<file path="src/rtl/led_show_pkg.sv">
// Shared codes and constants for the LED show controller: FSM encoding,
// mode codes, per-mode initial patterns and small mode helpers.
package led_show_pkg;

  typedef enum logic [1:0] {
    ST_IDLE  = 2'd0,
    ST_RUN   = 2'd1,
    ST_PAUSE = 2'd2
  } state_t;

  localparam int NUM_MODES = 5;

  localparam logic [2:0] MODE_ROT_L  = 3'd0;
  localparam logic [2:0] MODE_ROT_R  = 3'd1;
  localparam logic [2:0] MODE_BOUNCE = 3'd2;
  localparam logic [2:0] MODE_FILL   = 3'd3;
  localparam logic [2:0] MODE_BLINK  = 3'd4;
  localparam logic [2:0] LAST_MODE   = 3'(NUM_MODES - 1);

  localparam logic [7:0] INIT_ROT_L  = 8'h01;
  localparam logic [7:0] INIT_ROT_R  = 8'h80;
  localparam logic [7:0] INIT_BOUNCE = 8'h01;
  localparam logic [7:0] INIT_FILL   = 8'h00;
  localparam logic [7:0] INIT_BLINK  = 8'h00;

  function automatic logic [7:0] init_pattern(input logic [2:0] m);
    case (m)
      MODE_ROT_L:  return INIT_ROT_L;
      MODE_ROT_R:  return INIT_ROT_R;
      MODE_BOUNCE: return INIT_BOUNCE;
      MODE_FILL:   return INIT_FILL;
      MODE_BLINK:  return INIT_BLINK;
      default:     return 8'h00;
    endcase
  endfunction

  function automatic logic [2:0] mode_after(input logic [2:0] m);
    return (m >= LAST_MODE) ? 3'd0 : m + 3'd1;
  endfunction

endpackage

</file>
<file path="src/rtl/led_step_timer.sv">
// Clock divider for the pattern step: counts 0..DIVIDER-1 while enabled and
// flags the wrap cycle combinationally so the step lands on the same edge.
module led_step_timer #(
  parameter int DIVIDER = 4
) (
  input  logic clk,
  input  logic rst_n,
  input  logic en,
  input  logic clr,
  output logic tick
);

  localparam int CW = (DIVIDER > 1) ? $clog2(DIVIDER) : 1;
  localparam logic [CW-1:0] LAST = CW'(DIVIDER - 1);

  logic [CW-1:0] cnt;

  assign tick = en && (cnt == LAST);

  // clr beats en so a reload never also counts
  always_ff @(posedge clk or negedge rst_n) begin
    if (!rst_n)     cnt <= '0;
    else if (clr)   cnt <= '0;
    else if (en)    cnt <= (cnt == LAST) ? '0 : cnt + CW'(1);
  end

endmodule

</file>
<file path="src/rtl/led_show_ctrl.sv">
// LED show controller: IDLE/RUN/PAUSE sequencer stepping one of five LED
// patterns, with host and button mode requests and optional auto-advance.
module led_show_ctrl
  import led_show_pkg::*;
#(
  parameter int DIVIDER        = 4,
  parameter int STEPS_PER_MODE = 16
) (
  input  logic       clk,
  input  logic       rst_n,
  input  logic       start,
  input  logic       stop,
  input  logic       pause,
  input  logic       auto_adv,
  input  logic       host_valid,
  input  logic [2:0] host_mode,
  output logic       host_ready,
  input  logic       btn_next,
  output logic [7:0] led,
  output logic [2:0] mode,
  output logic       busy,
  output logic       step_tick,
  output logic       req_err
);

  localparam int SW = (STEPS_PER_MODE > 1) ? $clog2(STEPS_PER_MODE) : 1;
  localparam logic [SW-1:0] LAST_STEP = SW'(STEPS_PER_MODE - 1);

  state_t        state, state_nxt;
  logic [SW-1:0] step_cnt;
  logic          dir;
  logic          host_acc, host_legal, btn_acc, req_legal;
  logic [2:0]    req_mode, mode_nxt;
  logic          tmr_en, tmr_clr, wrap, adv;
  logic [7:0]    step_led;
  logic          step_dir;

  // Request arbitration: host beats button; stop drops the button only.
  assign host_acc   = host_valid && host_ready;
  assign host_legal = (host_mode <= LAST_MODE);
  assign btn_acc    = btn_next && !host_acc && (state != ST_PAUSE) && !stop;
  assign req_legal  = (host_acc && host_legal) || btn_acc;
  assign req_mode   = host_acc ? host_mode : mode_after(mode);
  assign mode_nxt   = req_legal ? req_mode : mode;

  // Any accepted request (even an illegal one) holds the divider for that cycle.
  assign tmr_en  = (state == ST_RUN) && !stop && !pause && !host_acc && !btn_acc;
  assign tmr_clr = stop || req_legal;

  led_step_timer #(.DIVIDER(DIVIDER)) u_timer (
    .clk   (clk),
    .rst_n (rst_n),
    .en    (tmr_en),
    .clr   (tmr_clr),
    .tick  (step_tick)
  );

  assign wrap = (step_cnt == LAST_STEP);
  assign adv  = step_tick && wrap && auto_adv;

  always_ff @(posedge clk or negedge rst_n) begin
    if (!rst_n) state <= ST_IDLE;
    else        state <= state_nxt;
  end

  always_comb begin
    state_nxt = state;
    case (state)
      ST_IDLE:  if (!stop && !pause && start) state_nxt = ST_RUN;
      ST_RUN:   if (stop) state_nxt = ST_IDLE;
                else if (pause) state_nxt = ST_PAUSE;
      ST_PAUSE: if (stop) state_nxt = ST_IDLE;
                else if (!pause) state_nxt = ST_RUN;
      default:  state_nxt = ST_IDLE;
    endcase
  end

  always_comb begin
    busy       = (state != ST_IDLE);
    host_ready = (state != ST_PAUSE);
  end

  // Next pattern for the current mode; dir remembers BOUNCE travel (1 = right).
  always_comb begin
    step_led = led;
    step_dir = dir;
    case (mode)
      MODE_ROT_L:  step_led = {led[6:0], led[7]};
      MODE_ROT_R:  step_led = {led[0], led[7:1]};
      MODE_BOUNCE: begin
        if (led[7] || (dir && !led[0])) begin
          step_led = {1'b0, led[7:1]};
          step_dir = 1'b1;
        end else begin
          step_led = {led[6:0], 1'b0};
          step_dir = 1'b0;
        end
      end
      MODE_FILL:   step_led = (led == 8'hFF) ? 8'h00 : {led[6:0], 1'b1};
      MODE_BLINK:  step_led = ~led;
      default:     step_led = led;
    endcase
  end

  always_ff @(posedge clk or negedge rst_n) begin
    if (!rst_n) begin
      mode     <= MODE_ROT_L;
      led      <= 8'h00;
      dir      <= 1'b0;
      step_cnt <= '0;
      req_err  <= 1'b0;
    end else begin
      req_err <= host_acc && !host_legal;
      mode    <= adv ? mode_after(mode) : mode_nxt;
      if (stop) begin
        led      <= 8'h00;
        step_cnt <= '0;
      end else begin
        case (state)
          ST_IDLE: if (start && !pause) begin
            led <= init_pattern(mode_nxt);
            dir <= 1'b0;
          end
          ST_RUN: begin
            if (req_legal) begin
              led      <= init_pattern(req_mode);
              dir      <= 1'b0;
              step_cnt <= '0;
            end else if (step_tick) begin
              step_cnt <= wrap ? '0 : step_cnt + SW'(1);
              if (adv) begin
                led <= init_pattern(mode_after(mode));
                dir <= 1'b0;
              end else begin
                led <= step_led;
                dir <= step_dir;
              end
            end
          end
          default: ;
        endcase
      end
    end
  end

endmodule

</file>
<file path="config.mk">
export PLATFORM = sky130hd
export DESIGN_NAME = led_show_ctrl
export DESIGN_NICKNAME = d
export VERILOG_FILES = /design/src/rtl/led_show_pkg.sv /design/src/rtl/led_step_timer.sv /design/src/rtl/led_show_ctrl.sv
export SDC_FILE = /design/constraint.sdc
export NUM_CORES = 1
export LEC_CHECK = 0
export ABC_AREA = 1
export BUFFER_PORTS_ARGS = -buffer_cell sky130_fd_sc_hd__buf_4
export CORE_MARGIN = 2
export CORE_UTILIZATION = 57
export CTS_CLUSTER_DIAMETER = 60
export DETAILED_ROUTE_END_ITERATION = 8
export GPL_ROUTABILITY_DRIVEN = 0
export GPL_TIMING_DRIVEN = 0
export PLACE_DENSITY = 0.88
export SLEW_MARGIN = 0
export SYNTH_ARGS = -nofsm -noshare
export SYNTH_HDL_FRONTEND = slang
export SYNTH_SLANG_ARGS = --single-unit
</file>
<file path="constraint.sdc">
create_clock -name clk -period 2.1 [get_ports clk]
set_input_delay 0.105 -clock clk [delete_from_list [all_inputs] [get_ports clk]]
set_output_delay 0.105 -clock clk [all_outputs]
set_load 0.1 [all_outputs]
</file>
==> flow_metrics.py <==
metrics = {
    "min_path": {
        "hp-class": "input port to register",
        "hold_depth": 3,
        "hold_end": "state[0]",
        "hp-start": "start",
    },
    "drt": {
        "drt_first_pass_iters": 7,
        "drt-initial-drc-count": 107,
        "viasPerCell": 5.59,
        "route.detailed.drc": 1,
        "num_vias": 1711,
        "wl_per_cell_microns": 12.9,
        "detail-route-antenna-nets": 0,
        "wl_microns": 3950,
    },
    "cts": {
        "cts_tree": "done",
        "cts_buffer_depth": 2,
        "clk_pin_slew_worst_paths_ps": 130,
        "clk_latency_ps": 320,
        "h-tree-depth": 1,
        "numCtsBuffers": 3,
        "numClockSinks": 21,
        "cts_root_buffer": "clkbuf_4",
    },
    "critical_path": {
        "crit_fanout": 5,
        "critical_path.startpoint": "mode[0]",
        "r2r-start": "mode[0]",
        "cpMostUsedCell": "nand2_1",
        "critPathArrivalTime_ps": 2210,
        "r2r_cells": 12,
        "cp_cell_sequence": "ha_1 -> ha_1 -> nor2_2 -> nand2_1 -> o21ai_0 -> nand2_1 -> nand2_2 -> inv_1 -> nand2_1 -> nor2_1 -> nor2_1 -> a21oi_1",
        "crit_type": "register to register",
        "r2r-end": "led[7]",
        "cpPeakStageDelay_ps": 530,
        "startpoint_type": "register",
        "critPathSlowestCell": "dfrtp_4",
        "cp-end-kind": "register",
        "worst_ep_required_time_ps": 2310,
        "ff2ff_setup_slack_ps": 100,
    },
    "yosys": {
        "ys_seq_elements": 21,
        "async_reset_ff_frac": 1.00,
        "yosysMostFrequentCell": "nand2_1",
        "synth_cell_types": 32,
        "synth-warning-count": 0,
        "synth_nets": 262,
        "syn_area_sq_um": 1710,
        "ys_seq_area_frac": 0.307,
        "synth_edf_count": 0,
        "netlist_top_cells_count": "nand2_1 (63), inv_1 (35), nor2_1 (26)",
        "synth_top_area_frac": 0.307,
        "ys.flop_type": "dfrtp_1",
        "synthCells": 244,
        "netlist_top_cells_area": "dfrtp_1 (31%), nand2_1 (14%), inv_1 (7.7%)",
        "synth_top_area_cell": "dfrtp_1",
        "synth_area_per_cell_sq_um": 7.01,
    },
    "floorplan": {
        "core_sq_um": 2810,
        "die_area_sq_um": 3460,
        "start_util": 0.610,
        "io-pin-count": 26,
        "die_h_microns": 58.8,
        "rows": 19,
        "fp.dieW_microns": 58.8,
    },
    "run": {
        "maxCapViolCount": 0,
    },
    "timing": {
        "hold_ws_ps": 57.6,
        "slew_headroom": 0.633,
        "setup_violations": 0,
        "worstMarginPinSlew_ps": 545,
        "rsz0062_at_grt": "true",
        "fmax_mhz": 500,
        "period_share": 0.952,
        "final-hold-violation-count": 0,
        "skew_ps": 10.2,
        "drv_slew": 0,
        "period_minus_slack_ps": 2000,
    },
    "finish": {
        "fin_nets": 294,
        "area_delta_synth_final_pct": 18.5,
        "stdcell_count": 306,
        "drive_above_1_share": 0.255,
        "antenna-diode-count": 0,
    },
    "global_route": {
        "grt_antenna_before_repair": 0,
        "overflow": 0,
        "first_global_vias": 1548,
        "grt_pass1_wl_microns": 6600,
        "grtUsageTotal": 0.244,
        "grt_max_degree": 22,
    },
    "status": {
        "status": "complete, but fails checks",
        "violations": "design-rule violations",
    },
    "placement": {
        "numPortBuffers": 25,
        "numPlacedInstances": 300,
        "dp_hpwl_microns": 3010,
    },
    "power_and_ir_drop": {
        "powerDensity_nw_per_um2": 716,
        "p_leak_nw": 0.971,
        "ir_worst_vdd_mv": 0.513,
    },
}
-- per-layer routing --
metal  wire length [microns]  global-route usage  share of wire
met4                      65              0.0682          0.016
met1                    1790               0.324           0.45
met3                     176              0.0374          0.045
met5                       0                   0              0
met2                    1910               0.413           0.48
-- report_power, final --
group / leakage [nW] / switching, W / internal [W]
Sequential: 0.280 / 0.0000471 / 0.000444
Combinational: 0.676 / 0.000539 / 0.000210
Clock: 0.0150 / 0.000138 / 0.0000744
-- cell families after synthesis --
family	synth area share
simple gates	0.359
buf+inv	0.0921
fa+ha+maj	0.0512
flops	0.307
compound gates	0.186
xor+xnor	0.00512
-- registers in the layout (all words and copies together), names as in the netlist --
| signal | flops |
|---|---|
| led | 8 |
| step_cnt | 4 |
| mode | 3 |
| state | 2 |
| u_timer.cnt | 2 |
| dir | 1 |
| req_err | 1 |
-- per-stage QoR --
stage          instance area (sq um)  total power (W)  setup TNS, ps   util  worst slack, ps
2_1_floorplan                   1720          0.00105              0      -             5.59
3_3_place_gp                    1950          0.00120          -25.8  0.694            -25.8
3_5_place_dp                    1950          0.00121              0  0.694             3.76
4_1_cts                         2000          0.00142              0  0.711             16.0
5_1_grt                         2030          0.00154          -18.4  0.723            -18.4
6_report                        2030          0.00145              0  0.723              101
-- cell type report --
class	count	area, sq um
Multi-Input combinational cell	183	1060
Fill cell	239	777
Buffer	1	11.3
Timing Repair Buffer	27	215
Inverter	39	146
Sequential cell	21	534
Clock buffer	4	26.3
Tap cell	31	38.8
-- repair_timing --
action / in CTS / in global routing
pin swaps: 0 / 0
cloned: 0 / 0
endpoints found under the setup margin: 1 / 9
hold buffers: 2 / 0
endpoints found under the hold margin: 22 / 0
gates resized for setup: 1 / 11
buffers inserted: 0 / 0
-- cell usage in the layout, fill, tap and decap left out, types with 7 or more instances in the layout --
cell type,instances
nand3_1,11
o21ai_0,11
ha_1,7
inv_1,34
dfrtp_1,18
buf_4,24
nand2_2,11
a21oi_1,13
nor2_1,22
nand2_1,60
-- worst max-delay path, delay by kind of cell (launching register included) --
kind,cells,cell delay (ps)
AND/OR/NAND/NOR,7,640
flip-flops,1,530
adder cells (fa/ha/maj),2,500
AO/OA/AOI/OAI,2,180
buffers and inverters,1,40
-- worst max path at each step --
stage,endpoint,cells after the start
4_1_cts,led[7],13
5_1_grt,led[7],12
6_report,led[7],12
3_5_place_dp,led[7],13
3_3_place_gp,led[7],13
2_1_floorplan,led[2],9
Power figures use the tool's default switching activity.
